===== config.mk =====
export PLATFORM = sky130hd
export DESIGN_NAME = rec_beat_loader_flat
export DESIGN_NICKNAME = d
export VERILOG_FILES = /design/src/rtl/rec_beat_loader_if.sv /design/src/rtl/rec_beat_loader.sv /design/src/flat_wrapper.sv
export SDC_FILE = /design/constraint.sdc
export NUM_CORES = 1
export LEC_CHECK = 0
export CORE_MARGIN = 3
export CORE_UTILIZATION = 46
export CTS_BUF_LIST = sky130_fd_sc_hd__clkbuf_2 sky130_fd_sc_hd__clkbuf_4 sky130_fd_sc_hd__clkbuf_8
export DETAILED_ROUTE_END_ITERATION = 12
export PLACE_DENSITY = 0.79
export SLEW_MARGIN = 20
export SYNTH_ARGS = -nofsm -noshare
export SYNTH_HDL_FRONTEND = slang
export SYNTH_SLANG_ARGS = --single-unit

===== constraint.sdc =====
create_clock -name clk -period 3 [get_ports clk]
set_clock_uncertainty 0.15 [all_clocks]
set_input_delay 0.6 -clock clk [delete_from_list [all_inputs] [get_ports clk]]
set_output_delay 0.6 -clock clk [all_outputs]
set_load 0.1 [all_outputs]

===== src/rtl/rec_beat_loader_if.sv =====
// Beat-stream input and packed-record output bundle for rec_beat_loader.
// master = beat source / record consumer, slave = the loader.
interface rec_beat_loader_if #(
    parameter int W   = 4,
    parameter int RW  = 221,
    parameter int BIW = 6
);
    logic           in_valid;
    logic           in_ready;
    logic [W-1:0]   in_data;
    logic           in_last;
    logic           rec_valid;
    logic           rec_ready;
    logic [RW-1:0]  rec;
    logic [BIW-1:0] beat_idx;
    logic           err_frame;

    modport master (
        output in_valid, in_data, in_last, rec_ready,
        input  in_ready, rec_valid, rec, beat_idx, err_frame
    );

    modport slave (
        input  in_valid, in_data, in_last, rec_ready,
        output in_ready, rec_valid, rec, beat_idx, err_frame
    );
endinterface


===== src/rtl/rec_beat_loader.sv =====
// Assembles a packed {t, x, y, z} record MSB-first from W-bit beats, then offers it on valid/ready.
// One beat per cycle while loading; in_ready low while the record is held.
module rec_beat_loader #(
    parameter int W   = 4,
    parameter int NY  = 6,
    parameter int NZ0 = 6,
    parameter int NZ1 = 8
) (
    input logic             clk,
    input logic             rst_n,
    rec_beat_loader_if.slave bus
);
    localparam int RW  = 1 + W + NY*W + NZ0*NZ1*W;
    localparam int NB  = 2 + NY + NZ0*NZ1;
    localparam int BIW = $clog2(NB);
    localparam int LW  = $clog2(RW);
    localparam logic [BIW-1:0] LAST_BEAT = BIW'(NB - 1);
    localparam logic [BIW-1:0] Y_LAST    = BIW'(1 + NY);

    typedef enum logic [2:0] {LD_T, LD_X, LD_Y, LD_Z, FULL} state_t;

    state_t         state, state_nxt;
    logic [BIW-1:0] bidx, bidx_nxt;
    logic [RW-1:0]  rec_q;
    logic           err_q, err_nxt;
    logic           acc;
    logic [LW-1:0]  wr_lo;

    assign bus.in_ready  = rst_n && (state != FULL);
    assign bus.rec_valid = (state == FULL);
    assign bus.rec       = rec_q;
    assign bus.beat_idx  = bidx;
    assign bus.err_frame = err_q;
    assign acc           = bus.in_valid && bus.in_ready;

    // Every beat after the t bit is a full W-bit slot, packed downward from RW-2.
    always_comb begin
        wr_lo = '0;
        if (state != LD_T)
            wr_lo = LW'(RW - 1 - W*int'(bidx));
    end

    always_comb begin
        state_nxt = state;
        bidx_nxt  = bidx;
        err_nxt   = 1'b0;
        if (state == FULL) begin
            if (bus.rec_ready) begin
                state_nxt = LD_T;
                bidx_nxt  = '0;
            end
        end else if (acc) begin
            if (bidx == LAST_BEAT) begin
                bidx_nxt  = '0;
                state_nxt = bus.in_last ? FULL : LD_T;
                err_nxt   = !bus.in_last;
            end else if (bus.in_last) begin
                bidx_nxt  = '0;
                state_nxt = LD_T;
                err_nxt   = 1'b1;
            end else begin
                bidx_nxt = bidx + 1'b1;
                case (state)
                    LD_T:    state_nxt = LD_X;
                    LD_X:    state_nxt = LD_Y;
                    LD_Y:    state_nxt = (bidx == Y_LAST) ? LD_Z : LD_Y;
                    default: state_nxt = state;
                endcase
            end
        end
    end

    always_ff @(posedge clk) begin
        if (!rst_n) begin
            state <= LD_T;
            bidx  <= '0;
            rec_q <= '0;
            err_q <= 1'b0;
        end else begin
            state <= state_nxt;
            bidx  <= bidx_nxt;
            err_q <= err_nxt;
            if (acc) begin
                if (state == LD_T)
                    rec_q[RW-1] <= bus.in_data[0];
                else
                    rec_q[wr_lo +: W] <= bus.in_data;
            end
        end
    end
endmodule

===== src/flat_wrapper.sv =====
// flat-port wrapper written by rule: the top's interface ports become plain ports
module rec_beat_loader_flat 
#(
    parameter int W   = 4,
    parameter int NY  = 6,
    parameter int NZ0 = 6,
    parameter int NZ1 = 8
)
  (clk, rst_n, bus_in_valid, bus_in_data, bus_in_last, bus_rec_ready, bus_in_ready, bus_rec_valid, bus_rec, bus_beat_idx, bus_err_frame);
  rec_beat_loader_if #(.W(W)) bus_i ();
  input logic clk;
  input logic rst_n;
  input wire logic [$bits(bus_i.in_valid)-1:0] bus_in_valid;
  input wire logic [$bits(bus_i.in_data)-1:0] bus_in_data;
  input wire logic [$bits(bus_i.in_last)-1:0] bus_in_last;
  input wire logic [$bits(bus_i.rec_ready)-1:0] bus_rec_ready;
  output wire logic [$bits(bus_i.in_ready)-1:0] bus_in_ready;
  output wire logic [$bits(bus_i.rec_valid)-1:0] bus_rec_valid;
  output wire logic [$bits(bus_i.rec)-1:0] bus_rec;
  output wire logic [$bits(bus_i.beat_idx)-1:0] bus_beat_idx;
  output wire logic [$bits(bus_i.err_frame)-1:0] bus_err_frame;
  assign bus_i.in_valid = bus_in_valid;
  assign bus_i.in_data = bus_in_data;
  assign bus_i.in_last = bus_in_last;
  assign bus_i.rec_ready = bus_rec_ready;
  assign bus_in_ready = bus_i.in_ready;
  assign bus_rec_valid = bus_i.rec_valid;
  assign bus_rec = bus_i.rec;
  assign bus_beat_idx = bus_i.beat_idx;
  assign bus_err_frame = bus_i.err_frame;
  rec_beat_loader #(.W(W), .NY(NY), .NZ0(NZ0), .NZ1(NZ1)) u_core (.clk(clk), .rst_n(rst_n), .bus(bus_i));
endmodule

==> metrics, run 1 <==
min-delay worst type input pin to flip-flop; Root Driver sky130_fd_sc_hd__clkbuf_8; Static Leak 5.56 nW; count of nets after finishing 1,204; aggregate global-route resource usage 23.9%; post-synth net total 942; number of instances on the worst hold path 2; clock tree sinks 231; post-synthesis instance area 0.00915 mm²; initial standard-cell utilization of the core 47.8%; power after layout 6.33 mW; routability cong. 0.905; count of warnings emitted by yosys 0; drt first-iter violations 641; number of enable flip-flop cells after synthesis 0; Synth top area share 50.6%; leading post-synthesis cells by cell area sky130_fd_sc_hd__dfxtp_1, sky130_fd_sc_hd__mux2i_1, sky130_fd_sc_hd__nand2_1, sky130_fd_sc_hd__clkbuf_1, sky130_fd_sc_hd__nand3_1; remaining max-slew budget at the tightest pin 50.3%; vias in the first global route 7,400; number of rows in the core area 50; number of fill cells in the layout 1,599; run status finished clean; cell accounting for the most synthesized area sky130_fd_sc_hd__dfxtp_1; first drt pass iteration count 7; largest net degree at the start of global routing 165; count of final hold-check violations 0; CTS max path bufs 3; reg2reg end u_core.bus.rec[15]; post-synthesis sequential area ratio 50.6%; Crit Path Max Fanout 6; most used cell, CP sky130_fd_sc_hd__nand2_1; least setup slack across all paths after layout 152 ps; longest individual stage delay on the worst path 460 ps; Worst-path clk slew 60 ps; Tightest Pin Transition 745 ps; post-synth cell types 47; Worst Setup Path Type flip-flop to flip-flop; worst endpoint required time 3230 ps; hold bufs inserted after CTS 0; layout cells sized above 1 32.3%; critical path startpoint category flip-flop; Wirelength per Cell 18.2 µm; Final Setup Violations 0; number of buffer and inverter instances along the worst setup path 0; Post-Synthesis Cells 928; wire length of the first global-routing pass 41.7 mm; data arrival at the endpoint of the critical path 3080 ps; dominant register cell in the synthesized netlist sky130_fd_sc_hd__dfxtp_1; commonest non-fill, non-tap cells in the layout sky130_fd_sc_hd__buf_4, sky130_fd_sc_hd__nand2_1, sky130_fd_sc_hd__dfxtp_1, sky130_fd_sc_hd__mux2i_1, sky130_fd_sc_hd__clkbuf_8; placed wire-length estimate 18.7 mm; total global routing overflow 0; start of the worst register-to-register path u_core.state[2]; antenna violations before repair 0; buffers added on ports 238; FFs w/ async S/R, synth 0%; H-tree level count 2; hold worst-path end u_core.bus.rec[2]; chain of cells forming the critical path nor3_2 > or2_2 > ha_1 > or4b_1 > o211a_1 > nand2_1 > nor3_1 > nand2_1 > mux2i_1; cell family with the largest share of critical-path delay simple AND/OR/NAND/NOR gates; total of flip-flops plus latches after synthesis 231; DIE HEIGHT 147 µm; final clock period utilization by the worst path 94.9%; Maximum Capacitance Violations 0; worst slack on hold paths 203 ps; total die area 0.0216 mm²; minimum setup slack after placement 37.0 ps; Std-Cell Core Area 0.0191 mm²; final WL 26.9 mm; Register-to-Register Setup Slack 150 ps; clock latency on the worst-skew pair 520 ps; Crit. End Element flip-flop; chip width 147 µm; time the worst path needs with I/O delays and setup 2850 ps; number of vias in the routed layout 7,545; clock tree from TritonCTS done; worst ir drop on vdd 0.436 mV; post-detailed-route DRC marker count 0; achievable frequency 0.351 GHz; power density over cell area 514 mW/mm²; per-instance average area after synthesis 9.86 µm²; commonest non-fill, non-tap cell in the layout sky130_fd_sc_hd__buf_4; slowest CP cell sky130_fd_sc_hd__nor3_1; Min-Delay Startpoint rst_n; ANT nets after route 0; utilization after layout 64.3%; ant diodes 0; Slew Limit Fails 0; clock buffer count from CTS 38; setup repair after global routing missed its margin true; layout overhead on the synthesized area 34.6%; reg2reg path depth 9; post-detailed-route via-to-cell ratio 5.10; I/O pin count 239
-- cells by family after synthesis --
logic type,Yosys count,share of synthesized area (%)
AND/OR/NAND/NOR,370,18.5
adder cells (fa/ha/maj),5,0.684
buffers and inverters,66,3.06
XOR/XNOR,9,1.15
flip-flops,231,50.6
multiplexers,223,24.4
AO/OA/AOI/OAI,24,1.66
-- worst max path at each step --
stage,from,end,cells past startpoint
2_1_floorplan,u_core.state[0],u_core.bus.rec[124],12
3_3_place_gp,u_core.bus.beat_idx[4],u_core.bus.rec[181],8
3_5_place_dp,u_core.state[2],u_core.bus.rec[86],10
4_1_cts,u_core.state[2],u_core.bus.rec[84],10
5_1_grt,u_core.state[2],u_core.bus.rec[212],10
6_report,u_core.state[2],u_core.bus.rec[15],9
-- synth_stat cells (2+ instances only) --
library cell	number
sky130_fd_sc_hd__nor2b_1	5
sky130_fd_sc_hd__nor2_1	30
sky130_fd_sc_hd__and3_1	3
sky130_fd_sc_hd__dfxtp_1	231
sky130_fd_sc_hd__inv_1	6
sky130_fd_sc_hd__or4_1	2
sky130_fd_sc_hd__nor3_2	2
sky130_fd_sc_hd__nor3_1	7
sky130_fd_sc_hd__or3_1	3
sky130_fd_sc_hd__or2_2	4
sky130_fd_sc_hd__xnor2_1	3
sky130_fd_sc_hd__nand2_1	253
sky130_fd_sc_hd__nand2b_1	3
sky130_fd_sc_hd__clkbuf_1	51
sky130_fd_sc_hd__xor2_1	4
sky130_fd_sc_hd__nor2_8	5
sky130_fd_sc_hd__nand4_1	4
sky130_fd_sc_hd__a21oi_1	6
sky130_fd_sc_hd__o21a_1	2
sky130_fd_sc_hd__ha_1	5
sky130_fd_sc_hd__nor2_4	5
sky130_fd_sc_hd__and2_1	3
sky130_fd_sc_hd__and4_1	2
sky130_fd_sc_hd__o211ai_1	3
sky130_fd_sc_hd__mux2i_1	223
sky130_fd_sc_hd__nand3_1	23
sky130_fd_sc_hd__o21ai_0	6
sky130_fd_sc_hd__buf_2	7
sky130_fd_sc_hd__nor2_2	9
-- flip-flops by register name (all words and copies together) (netlist names) --
register              count
u_core.bus.beat_idx       6
u_core.state              3
u_core.bus.err_frame      1
u_core.bus.rec          221
-- final cells by class --
class,count,area [µm²],share of cell area [%]
sequential,231,4630,37.6
multi-input combinational,631,4320,35.1
timing repair buffer,282,2180,17.7
clock buffer,63,811,6.58
tap,260,325,2.64
inverter,6,22.5,0.183
clock inverter,5,27.5,0.224
-- report_power, final --
part / internal, mW / total, mW / switching (mW)
logic: 0.0921 / 0.312 / 0.220
clock network: 1.71 / 2.94 / 1.23
registers: 3.07 / 3.08 / 0.00540
total: 4.87 / 6.33 / 1.46
-- stage by stage --
stage | TNS [ps] | cell area (µm²) | cells
floorplan | 0 | 9160 | 928
detailed placement | 0 | 11400 | 1407
global placement | 0 | 11400 | 1407
finish | 0 | 12300 | 1478
global route | -71.7 | 12300 | 1478
CTS | 0 | 12200 | 1475
-- repair_timing --
action,in CTS,in global routing
endpoints found under the hold margin,0,0
setup buffers,0,3
endpoints found under the setup margin,0,128
gates resized for setup,0,18
-- per-layer routing --
layer / part of all wire (%) / vias up / global-route usage (%)
met4: 2.1 / 0 / 7.32
met3: 7.1 / 42 / 6.45
li1: - / 3625 / -
met2: 47 / 257 / 38.6
met5: 0 / - / 0
met1: 44 / 3621 / 31.5
Note: power is estimated with default switching activity, not from simulation.
==> run 2: changes to the inputs <==
--- a/config.mk
+++ b/config.mk
@@ -5,11 +5,13 @@
 export SDC_FILE = /design/constraint.sdc
 export NUM_CORES = 1
 export LEC_CHECK = 0
+export ABC_AREA = 1
 export CORE_MARGIN = 3
 export CORE_UTILIZATION = 46
 export CTS_BUF_LIST = sky130_fd_sc_hd__clkbuf_2 sky130_fd_sc_hd__clkbuf_4 sky130_fd_sc_hd__clkbuf_8
 export DETAILED_ROUTE_END_ITERATION = 12
-export PLACE_DENSITY = 0.79
+export HOLD_SLACK_MARGIN = 0.08
+export PLACE_DENSITY = 0.78
 export SLEW_MARGIN = 20
 export SYNTH_ARGS = -nofsm -noshare
 export SYNTH_HDL_FRONTEND = slang
==> run 2 against run 1 <==
Global-route usage increased by 0.19 points. Hold slack improved by 110 ps. First-iteration DRC count is 23% lower. Critical path type unchanged.
==> metrics, run 2 <==
Crit Path Max Fanout 7 (+1); Std-Cell Core Area 0.0204 mm² (+6.7%); post-synthesis sequential area ratio 47.9% (-2.6 points); Largest register FFs 221 (unchanged); hold worst-path end u_core.bus.rec[2]; routability cong. 0.877 (-3.1%); Wirelength per Cell 14.9 µm (-18%); Worst-path clk slew 60 ps (about the same); per-instance average area after synthesis 7.09 µm² (-28%); clock buffer count from CTS 39 (+2.6%); Min-Delay Startpoint u_core.bus.rec[2]; post-detailed-route via-to-cell ratio 4.85 (-4.9%); number of enable flip-flop cells after synthesis 0 (unchanged); achievable frequency 0.360 GHz (+2.6%); start of the worst register-to-register path u_core.state[2]; clock tree sinks 231 (unchanged); leading post-synthesis cells by cell area sky130_fd_sc_hd__dfxtp_1, sky130_fd_sc_hd__nor2_1, sky130_fd_sc_hd__nand2_1, sky130_fd_sc_hd__o21ai_0, sky130_fd_sc_hd__inv_1; I/O pin count 239 (unchanged); post-synth net total 1,376 (+46%); dominant register cell in the synthesized netlist sky130_fd_sc_hd__dfxtp_1; cell with the most instances after synthesis sky130_fd_sc_hd__nor2_1; DIE HEIGHT 151 µm (+2.6%); reg2reg path depth 15 (+6); final clock period utilization by the worst path 92.5% (-2.4 points); Final Setup Violations 0 (unchanged); total global routing overflow 0 (unchanged); clock tree from TritonCTS done; reg2reg end u_core.bus.rec[194]; count of nets after finishing 1,620 (+35%); cell accounting for the most synthesized area sky130_fd_sc_hd__dfxtp_1; wire length of the first global-routing pass 44.0 mm (+5.6%); Tightest Pin Transition 1110 ps (+369 ps); H-tree level count 2 (unchanged); number of instances on the worst hold path 2 (unchanged); worst ir drop on vdd 0.350 mV (-20%); buffers added on ports 238 (unchanged); commonest non-fill, non-tap cell in the layout sky130_fd_sc_hd__nor2_1; drt first-iter violations 496 (-23%); count of buffers added by post-CTS timing repair for setup 0 (unchanged); post-synth cell types 38 (-19%); layout cells sized above 1 25.3% (-6.9 points); Commonest cells post-synth sky130_fd_sc_hd__nor2_1, sky130_fd_sc_hd__nand2_1, sky130_fd_sc_hd__dfxtp_1; critical path startpoint category flip-flop; layout overhead on the synthesized area 30.0%; initial standard-cell utilization of the core 47.2% (-0.54 points); aggregate global-route resource usage 24.1% (+0.19 points); run status finished clean; Register-to-Register Setup Slack 220 ps (+70 ps); total die area 0.0228 mm² (+5.3%); Sum Neg Setup Slack 0 ps (unchanged); minimum setup slack after placement 180 ps (+143 ps); min-delay worst type flip-flop to flip-flop; Crit. End Element flip-flop; total of flip-flops plus latches after synthesis 231 (unchanged); CTS max path bufs 3 (unchanged); Post-Synthesis Cells 1,362 (+47%); first drt pass iteration count 5 (-2); antenna violations before repair 0 (unchanged); post-detailed-route DRC marker count 0 (unchanged); count of warnings emitted by yosys 0 (unchanged); final WL 28.3 mm (+5.4%); longest individual stage delay on the worst path 400 ps (-60 ps); clock latency on the worst-skew pair 520 ps (about the same); chain of cells forming the critical path nor2_2 > nand2_4 > inv_1 > or2_2 > ha_1 > inv_1 > nand3_2 > nand2_2 > nand2_1 > nor2_1 > nand2_1 > nor2_2 > inv_1 > nor2_1 > nor2_1; chip width 151 µm (+2.6%); remaining max-slew budget at the tightest pin 25.7% (-25 points); worst endpoint required time 3270 ps (+40 ps); time the worst path needs with I/O delays and setup 2780 ps (-72.4 ps); Maximum Capacitance Violations 0 (unchanged); placed wire-length estimate 20.1 mm (+7.2%); FFs w/ async S/R, synth 0% (unchanged); data arrival at the endpoint of the critical path 3040 ps (-40 ps); number of rows in the core area 52 (+4.0%); power density over cell area 534 mW/mm² (+4.0%); vias in the first global route 8,626 (+17%); largest net degree at the start of global routing 121 (-27%); Static Leak 6.03 nW (+8.4%); post-synthesis instance area 0.00965 mm² (+5.5%); Root Driver sky130_fd_sc_hd__clkbuf_8; Slew Limit Fails 0 (unchanged); commonest non-fill, non-tap cells in the layout sky130_fd_sc_hd__nor2_1, sky130_fd_sc_hd__nand2_1, sky130_fd_sc_hd__buf_4, sky130_fd_sc_hd__dfxtp_1, sky130_fd_sc_hd__o21ai_0; ANT nets after route 0 (unchanged); slowest CP cell sky130_fd_sc_hd__dfxtp_1; least setup slack across all paths after layout 224 ps (+72.4 ps); number of vias in the routed layout 9,241 (+22%); count of final hold-check violations 0 (unchanged); setup repair after global routing missed its margin false; Worst Setup Path Type flip-flop to flip-flop; ant diodes 0 (unchanged); Synth top area share 47.9% (-2.6 points)
run 2: cell count changes after synthesis, moves of 16 or more:
cell and change:
sky130_fd_sc_hd__o21ai_0 +109, sky130_fd_sc_hd__inv_2 +18, sky130_fd_sc_hd__nor2_2 +22, sky130_fd_sc_hd__buf_1 +16, sky130_fd_sc_hd__clkbuf_1 -26, sky130_fd_sc_hd__mux2i_1 -223
sky130_fd_sc_hd__a21oi_1 +19, sky130_fd_sc_hd__inv_1 +66, sky130_fd_sc_hd__nor2_1 +414
run 2: power breakdown:
part / internal [mW] / leakage, nW / switching [mW]
logic: 0.167 / 3.74 / 0.589
clock network: 1.60 / 0.426 / 1.25
registers: 3.08 / 1.86 / 0.0149
total: 4.85 / 6.03 / 1.85
run 2: routing by layer:
layer / vias up / wire length (µm) / part of all wire [%] / global-route usage (%)
li1: 4715 / - / - / -
met1: 4192 / 12300 / 43 / 31.1
met2: 299 / 13000 / 46 / 39.0
met3: 35 / 2490 / 8.8 / 7.60
met4: 0 / 512 / 1.8 / 7.03
met5: - / 0 / 0 / 0
run 2: through the flow:
step / std cells / power (mW) / cell area (µm²) / hold WS, ps / utilization, %
floorplan: 1362 / 3.75 / 9650 / 318 / -
global placement: 1835 / 3.90 / 11700 / 286 / 57.3
detailed placement: 1835 / 3.91 / 11700 / 300 / 57.3
CTS: 1904 / 6.75 / 12500 / 313 / 61.3
global route: 1904 / 6.96 / 12500 / 326 / 61.4
finish: 1904 / 6.70 / 12500 / 311 / 61.4
run 2: area by class of cell:
class                   count  area, µm²
inverters                  96        367
flip-flops and latches    231       4620
clock buffers              59        749
clock inverters            10       57.6
fillers                  1834       7890
multi-input cells         979       4420
repair buffers            259       1990
well taps                 270        338
run 2: worst max-delay path: cells and delay by family (launching register included):
kind	cells	cell delay, ps
and+or+nand+nor	11	1580
DFF	1	400
buffers and inverters	3	260
adders and majority gates	1	260
run 2: repair_timing:
action / 4_1_cts / 5_1_grt
hold buffers: 0 / 0
hold endpoints to repair: 0 / 0
resized for setup: 0 / 6
endpoints found under the setup margin: 0 / 15
run 2: worst max-delay path by stage:
stage / start / end
after floorplan: u_core.state[1] / u_core.bus.rec[211]
after global placement: u_core.state[2] / u_core.bus.rec[29]
after detailed placement: u_core.state[2] / u_core.bus.rec[30]
after CTS: u_core.state[2] / u_core.bus.rec[30]
after global routing: u_core.state[2] / u_core.bus.rec[166]
final: u_core.state[2] / u_core.bus.rec[194]
run 2: logic make-up after synthesis:
group	share of synthesized area, %
compound gates	7.48
xor+xnor	0.272
buf+inv	6.49
simple gates	37.2
fa+ha+maj	0.648
flops	47.9
